File: config.mk
export PLATFORM = sky130hd
export DESIGN_NAME = mem_arbiter
export DESIGN_NICKNAME = d
export VERILOG_FILES = /design/src/rtl/mem_arb_pkg.sv /design/src/rtl/arb_watchdog.sv /design/src/rtl/mem_arbiter.sv
export SDC_FILE = /design/constraint.sdc
export NUM_CORES = 1
export LEC_CHECK = 0
export ABC_AREA = 1
export BUFFER_PORTS_ARGS = -buffer_cell sky130_fd_sc_hd__buf_2
export CAP_MARGIN = 20
export CORE_AREA = 2 2 119 121
export CTS_CLUSTER_SIZE = 30
export DETAILED_ROUTE_END_ITERATION = 6
export DIE_AREA = 0 0 121 123
export SLEW_MARGIN = 20
export SYNTH_ARGS = -nofsm -noshare
export SYNTH_HDL_FRONTEND = slang
export SYNTH_SLANG_ARGS = --single-unit
File: constraint.sdc
create_clock -name clk -period 2.2 [get_ports clk]
set_input_delay 0.22 -clock clk [delete_from_list [all_inputs] [get_ports clk]]
set_output_delay 0.22 -clock clk [all_outputs]
set_load 0.03 [all_outputs]
File: src/rtl/mem_arb_pkg.sv
// Shared types for the two-requester RAM arbiter.
// Latency: n/a (types and constants only).
// Backpressure: n/a.
package mem_arb_pkg;

    localparam int NUM_REQ = 2;
    localparam int ADDR_W  = 32;
    localparam int DATA_W  = 32;
    localparam int MASK_W  = 4;

    typedef enum logic [1:0] {
        IDLE  = 2'd0,
        GNT0  = 2'd1,
        GNT1  = 2'd2,
        LOCK0 = 2'd3
    } state_t;

    // One requester's view of the shared RAM port.
    typedef struct packed {
        logic [ADDR_W-1:0] addr;
        logic [DATA_W-1:0] wdata;
        logic [MASK_W-1:0] wmask;
        logic              valid;
    } mem_req_t;

    // True while a requester owns the RAM port and a transfer is outstanding.
    function automatic logic is_granted(state_t s);
        return (s == GNT0) || (s == GNT1);
    endfunction

endpackage

File: src/rtl/arb_watchdog.sv
// Transfer watchdog: counts granted cycles without RAM completion.
// Latency: expire_o is combinational from the timer on the last allowed cycle.
// Backpressure: none; clear_i holds the timer at 0, enable_i advances it.
//
// Ports:
//   clk, reset  - clock, asynchronous active-high reset
//   clear_i     - hold the timer at zero (no transfer in flight)
//   enable_i    - a granted cycle passed without completion
//   expire_o    - this cycle is the last one allowed; the transfer must end
module arb_watchdog #(
    parameter int TIMEOUT_CYCLES = 1024
) (
    input  logic clk,
    input  logic reset,
    input  logic clear_i,
    input  logic enable_i,
    output logic expire_o
);

    localparam bit ENABLED = (TIMEOUT_CYCLES > 0);
    localparam int TW      = ENABLED ? $clog2(TIMEOUT_CYCLES + 1) : 1;
    localparam logic [TW-1:0] LAST = ENABLED ? TW'(TIMEOUT_CYCLES - 1) : '0;

    logic [TW-1:0] timer_q;
    logic [TW-1:0] timer_d;

    // Counting stops at LAST so the timer can never wrap back to a
    // value that would hide a hung transfer.
    always_comb begin
        timer_d = timer_q;
        if (clear_i) begin
            timer_d = '0;
        end else if (enable_i && (timer_q != LAST)) begin
            timer_d = timer_q + 1'b1;
        end
    end

    always_ff @(posedge clk or posedge reset) begin
        if (reset) begin
            timer_q <= '0;
        end else begin
            timer_q <= timer_d;
        end
    end

    // enable_i already excludes a cycle with ram_ready_i, so a completion
    // landing on the threshold cycle wins over the timeout.
    assign expire_o = ENABLED && enable_i && (timer_q == LAST);

endmodule

File: src/rtl/mem_arbiter.sv
// Two-requester round-robin arbiter for one valid/ready RAM port, with m0 lock and watchdog.
// Latency: registered grant, ram_valid_o one cycle after request in IDLE; ready passes through combinationally.
// Backpressure: requesters hold valid until their ready pulse; one bubble cycle between transfers.
//
// Ports:
//   clk, reset                          - clock, asynchronous active-high reset
//   m0_* / m1_*                          - requester address/wdata/wmask/valid in, rdata/ready out
//   m0_lock_i                            - requester 0 keeps the port after completion (atomics)
//   ram_addr/wdata/wmask/valid_o         - request to the shared RAM
//   ram_rdata_i, ram_ready_i             - RAM response (ready is a one-cycle pulse)
//   timeout_o                            - one-cycle pulse when a transfer is forcibly terminated
module mem_arbiter
    import mem_arb_pkg::*;
#(
    parameter int          TIMEOUT_CYCLES = 1024,
    parameter logic [31:0] TIMEOUT_DATA   = 32'hFFFF_FFFF
) (
    input  logic        clk,
    input  logic        reset,

    input  logic [31:0] m0_addr_i,
    input  logic [31:0] m0_wdata_i,
    input  logic [3:0]  m0_wmask_i,
    input  logic        m0_valid_i,
    input  logic        m0_lock_i,
    output logic [31:0] m0_rdata_o,
    output logic        m0_ready_o,

    input  logic [31:0] m1_addr_i,
    input  logic [31:0] m1_wdata_i,
    input  logic [3:0]  m1_wmask_i,
    input  logic        m1_valid_i,
    output logic [31:0] m1_rdata_o,
    output logic        m1_ready_o,

    output logic [31:0] ram_addr_o,
    output logic [31:0] ram_wdata_o,
    output logic [3:0]  ram_wmask_o,
    output logic        ram_valid_o,
    input  logic [31:0] ram_rdata_i,
    input  logic        ram_ready_i,

    output logic        timeout_o
);

    state_t   state_q;
    state_t   state_d;
    logic     last_grant_q;
    logic     last_grant_d;

    mem_req_t req [NUM_REQ];
    mem_req_t req_sel;

    logic     wd_clear;
    logic     wd_enable;
    logic     wd_expire;

    logic     resp_ready;
    logic [31:0] resp_rdata;

    assign req[0] = '{addr: m0_addr_i, wdata: m0_wdata_i, wmask: m0_wmask_i, valid: m0_valid_i};
    assign req[1] = '{addr: m1_addr_i, wdata: m1_wdata_i, wmask: m1_wmask_i, valid: m1_valid_i};

    assign req_sel = (state_q == GNT1) ? req[1] : req[0];

    // Every entry into GNTx comes from IDLE or LOCK0, so clearing the timer
    // whenever no transfer is outstanding restarts it on each grant.
    assign wd_clear  = !is_granted(state_q);
    assign wd_enable = is_granted(state_q) && !ram_ready_i;

    arb_watchdog #(
        .TIMEOUT_CYCLES(TIMEOUT_CYCLES)
    ) u_watchdog (
        .clk      (clk),
        .reset    (reset),
        .clear_i  (wd_clear),
        .enable_i (wd_enable),
        .expire_o (wd_expire)
    );

    always_comb begin
        state_d      = state_q;
        last_grant_d = last_grant_q;
        ram_addr_o   = '0;
        ram_wdata_o  = '0;
        ram_wmask_o  = '0;
        ram_valid_o  = 1'b0;
        timeout_o    = 1'b0;
        resp_ready   = 1'b0;
        resp_rdata   = '0;

        case (state_q)
            IDLE: begin
                // On a tie the requester that was not served last wins.
                if (m0_valid_i && m1_valid_i) begin
                    state_d = last_grant_q ? GNT0 : GNT1;
                end else if (m0_valid_i) begin
                    state_d = GNT0;
                end else if (m1_valid_i) begin
                    state_d = GNT1;
                end
            end

            GNT0, GNT1: begin
                ram_addr_o  = req_sel.addr;
                ram_wdata_o = req_sel.wdata;
                ram_wmask_o = req_sel.wmask;
                ram_valid_o = 1'b1;
                resp_ready  = ram_ready_i;
                resp_rdata  = ram_rdata_i;

                if (ram_ready_i) begin
                    last_grant_d = (state_q == GNT1);
                    state_d      = ((state_q == GNT0) && m0_lock_i) ? LOCK0 : IDLE;
                end else if (wd_expire) begin
                    // Abandon the RAM request and complete the requester with
                    // a poison value; any held lock is dropped.
                    ram_valid_o  = 1'b0;
                    timeout_o    = 1'b1;
                    resp_ready   = 1'b1;
                    resp_rdata   = TIMEOUT_DATA;
                    last_grant_d = (state_q == GNT1);
                    state_d      = IDLE;
                end
            end

            LOCK0: begin
                if (m0_valid_i) begin
                    state_d = GNT0;
                end else if (!m0_lock_i) begin
                    state_d = IDLE;
                end
            end

            default: begin
                state_d = IDLE;
            end
        endcase
    end

    // Response steering: only the owner of the port sees ready/rdata.
    always_comb begin
        m0_ready_o = 1'b0;
        m0_rdata_o = '0;
        m1_ready_o = 1'b0;
        m1_rdata_o = '0;
        if (state_q == GNT0) begin
            m0_ready_o = resp_ready;
            m0_rdata_o = resp_rdata;
        end else if (state_q == GNT1) begin
            m1_ready_o = resp_ready;
            m1_rdata_o = resp_rdata;
        end
    end

    // Reset returns the state to IDLE asynchronously, which forces every
    // output low at once, including ram_valid_o of an in-flight request.
    always_ff @(posedge clk or posedge reset) begin
        if (reset) begin
            state_q      <= IDLE;
            last_grant_q <= 1'b1;
        end else begin
            state_q      <= state_d;
            last_grant_q <= last_grant_d;
        end
    end

endmodule

==> impl_metrics.env <==
export IMPL_dp_cells=941
export IMPL_fin_nets=958
export IMPL_die_h_um=123
export IMPL_hpwl_um=9949
export IMPL_r2r_slack_ns=0.52
export IMPL_cp_startpoint="state_q[1]$_DFFE_PP0P_"
export IMPL_rows=43
export IMPL_grt_usage_pct=16.11
export IMPL_core_um2=13610
export IMPL_endpoint_kind="output pin"
export IMPL_synth_cell_types=28
export IMPL_top_layer="met4"
export IMPL_die_area_um2=14880
export IMPL_fill_cells=1490
export IMPL_clock_latency_ns=0.24
export IMPL_io_pins=310
export IMPL_port_buffer_count=309
export IMPL_cellLeakagePower_nw=2.634
export IMPL_grt_pass1_vias=3894
export IMPL_dr_wl_met3_um=1441
export IMPL_required_ns=1.98
export IMPL_worstSetupPathType="reg -> out"
export IMPL_maxCapViolCount=0
export IMPL_drc=0
export IMPL_grt_pass1_wl_um=19120
export IMPL_synth_compound_area_share_pct=30.20
export IMPL_ir_drop_uv=777.0
export IMPL_final_antenna_net_count=0
export IMPL_areaGrowthSynthToFinish_pct=88.37
export IMPL_grt_max_degree=112
export IMPL_min_path_type="in -> async"
export IMPL_crit_fanout=16
export IMPL_status="completed"
export IMPL_synthAdderAreaFrac_pct=2.970
export IMPL_async_flop_share_pct=100.0
export IMPL_cts_root_buffer="clkbuf_16"
export IMPL_r2r_start="state_q[1]$_DFFE_PP0P_"
export IMPL_hold_buffers=0
export IMPL_design_area_um2=4761
export IMPL_drt_iter0_drc=146
export IMPL_yosysMostFrequentCell="nor2_1"
export IMPL_slew_headroom_pct=61.69
export IMPL_vias=4310
export IMPL_synth_seq_cells=14
export IMPL_h_tree_depth=1
export IMPL_path_clk_slew_ns=0.05
export IMPL_synth_area_um2=2527
export IMPL_min_period_ns=2.139
export IMPL_cts_buffers=3
export IMPL_synth_main_ff_cell="dfrtp_1"
export IMPL_seq_area_um2=351.6
export IMPL_r2r_cells=10
export IMPL_synth_edf_count=0
export IMPL_holdWs_ns=0.02561
export IMPL_met2_length_um=6756
export IMPL_initial_core_util_pct=18.57
export IMPL_syn_nets=662
export IMPL_setup_ws_ns=0.06144
export IMPL_clock_path_buffers=2
export IMPL_r2r_end="u_watchdog.timer_q[0]$_DFFE_PP0P_"
export IMPL_grt_overflow=0
export IMPL_synthCells=482
export IMPL_p_total_w=0.007546
export IMPL_endpoint="m1_rdata_o[18]"
export IMPL_routed_via_density=4.499
export IMPL_timing_final_crit_share_pct=97.21
export IMPL_setup_viol=0
export IMPL_layout_drive_gt1_share_pct=50.32
export IMPL_postPlaceCellArea_um2=4242
export IMPL_die_width_um=121
export IMPL_synthSimpleGateAreaFrac_pct=40.59
export IMPL_wire_per_inst_um=14.46
export IMPL_muxShareOfSynthArea_pct=0
export IMPL_antenna_found_initial=1
export IMPL_pre_cts_ws_ns=0.1448
export IMPL_globalplace_congestion=0.8242
export IMPL_finalHoldViolCount=0
export IMPL_synth_common_cells="nor2_1, nand2_1, o21ai_0, a21oi_1, clkbuf_1"
export IMPL_synth_top_family_by_area="simple AND/OR/NAND/NOR gates"
export IMPL_worst_pin_slew_ns=0.5740
export IMPL_ys_seq_area_share_pct=13.91
export IMPL_wirelength_um=13860
export IMPL_fmax_mhz=467.6
export IMPL_synth_area_leader_cell="nor2_1"
export IMPL_synth_top_area_share_pct=22.57
export IMPL_wl_met1_um=5325
export IMPL_ys_warn_count=0
export IMPL_drv_slew=0
export IMPL_synth_xor_xnor_area_share_pct=1.040
export IMPL_cts_sinks=14
export IMPL_skew_ns=0.001437
export IMPL_final_cells=958
export IMPL_cts_tree="done"
export IMPL_p_per_area_nw_per_um2=1585
export IMPL_yosys_top_cells_area="nor2_1, o21ai_0, dfrtp_1, nand2_1, a21oi_1"
export IMPL_cp_arrival_ns=1.92
export IMPL_cp_start_kind="flop"
export IMPL_drt_pass1_iterations=7
export IMPL_syn_area_per_cell_um2=5.244
export IMPL_multi_input_area_um2=2031
## worst min path at each step
stage	from	end	slack, ns	depth (start not counted)
floorplan	reset	state_q[0]$_DFFE_PP0P_	0.11	1
global placement	reset	u_watchdog.timer_q[1]$_DFFE_PP0P_	0.31	2
detailed placement	reset	u_watchdog.timer_q[1]$_DFFE_PP0P_	0.32	2
CTS	reset	u_watchdog.timer_q[1]$_DFFE_PP0P_	0.06	2
global route	reset	u_watchdog.timer_q[1]$_DFFE_PP0P_	0.10	2
finish	reset	u_watchdog.timer_q[0]$_DFFE_PP0P_	0.03	2
## cell type report
class	instances	area share, %
multi-input combinational	410	42.65
inverter	16	1.261
clock buffer	4	1.866
tap	180	4.731
sequential	14	7.385
antenna	1	0.05256
timing repair buffer	333	42.05
## critical path, cell delays in order, from the launching register on
cell and delay, ns:
dfrtp_1 0.36, inv_2 0.07, ha_4 0.28, inv_2 0.05, nor2_4 0.14, nand4_4 0.11, bufbuf_16 0.32, a21oi_1 0.17
buf_4 0.19
## layer usage
metal	GRT usage [%]	up-vias
met5	0	-
met4	5.669	0
met3	4.290	24
met2	30.16	247
met1	17.41	1883
li1	-	2156
## repair_timing
item,4_1_cts,5_1_grt
resized for setup,17,94
buffers inserted,4,4
pin swaps,1,1
cloned,3,1
setup endpoints to repair,62,88
## cells by family after synthesis
family,after synthesis
AOI/OAI and AO/OA,142
xor gates and xnor gates,3
adders and majority gates,6
buffers and inverters,58
DFF,14
and+or+nand+nor,259
## placed cells by master, fill, tap and decap left out, types with 2 or more instances in the layout
cell type | synthesis | layout
nand2_1 | 84 | 84
dfrtp_1 | 13 | 13
buf_2 | 8 | 269
inv_1 | 12 | 10
nand3_1 | 16 | 16
buf_4 | 1 | 49
clkbuf_16 | 0 | 4
a21oi_2 | 11 | 37
inv_2 | 3 | 5
xor2_1 | 2 | 2
nor2_1 | 152 | 152
a21oi_1 | 54 | 27
o21bai_1 | 2 | 2
nand2_2 | 2 | 2
buf_16 | 0 | 3
buf_12 | 0 | 4
buf_6 | 7 | 6
ha_1 | 6 | 3
nor2_4 | 2 | 3
o21ai_0 | 73 | 73
ha_2 | 0 | 2
## metrics by stage
step / TNS [ns] / util (%)
after global routing: -0.07440 / 34.98
after CTS: 0 / 33.06
final: 0 / 34.98
after detailed placement: 0 / 31.16
after global placement: 0 / 31.16
after floorplan: 0 / -
## power by group
| part | internal (W) | switching [W] |
|---|---|---|
| sequential | 0.000303 | 0.0000286 |
| combinational | 0.00195 | 0.00488 |
| clock | 0.000276 | 0.000109 |
## sequential cells by signal, summed over array words and instances, names as in the netlist
register            cells
last_grant_q            1
state_q                 2
u_watchdog.timer_q     11
No activity file was read; power rests on OpenSTA's default activity.
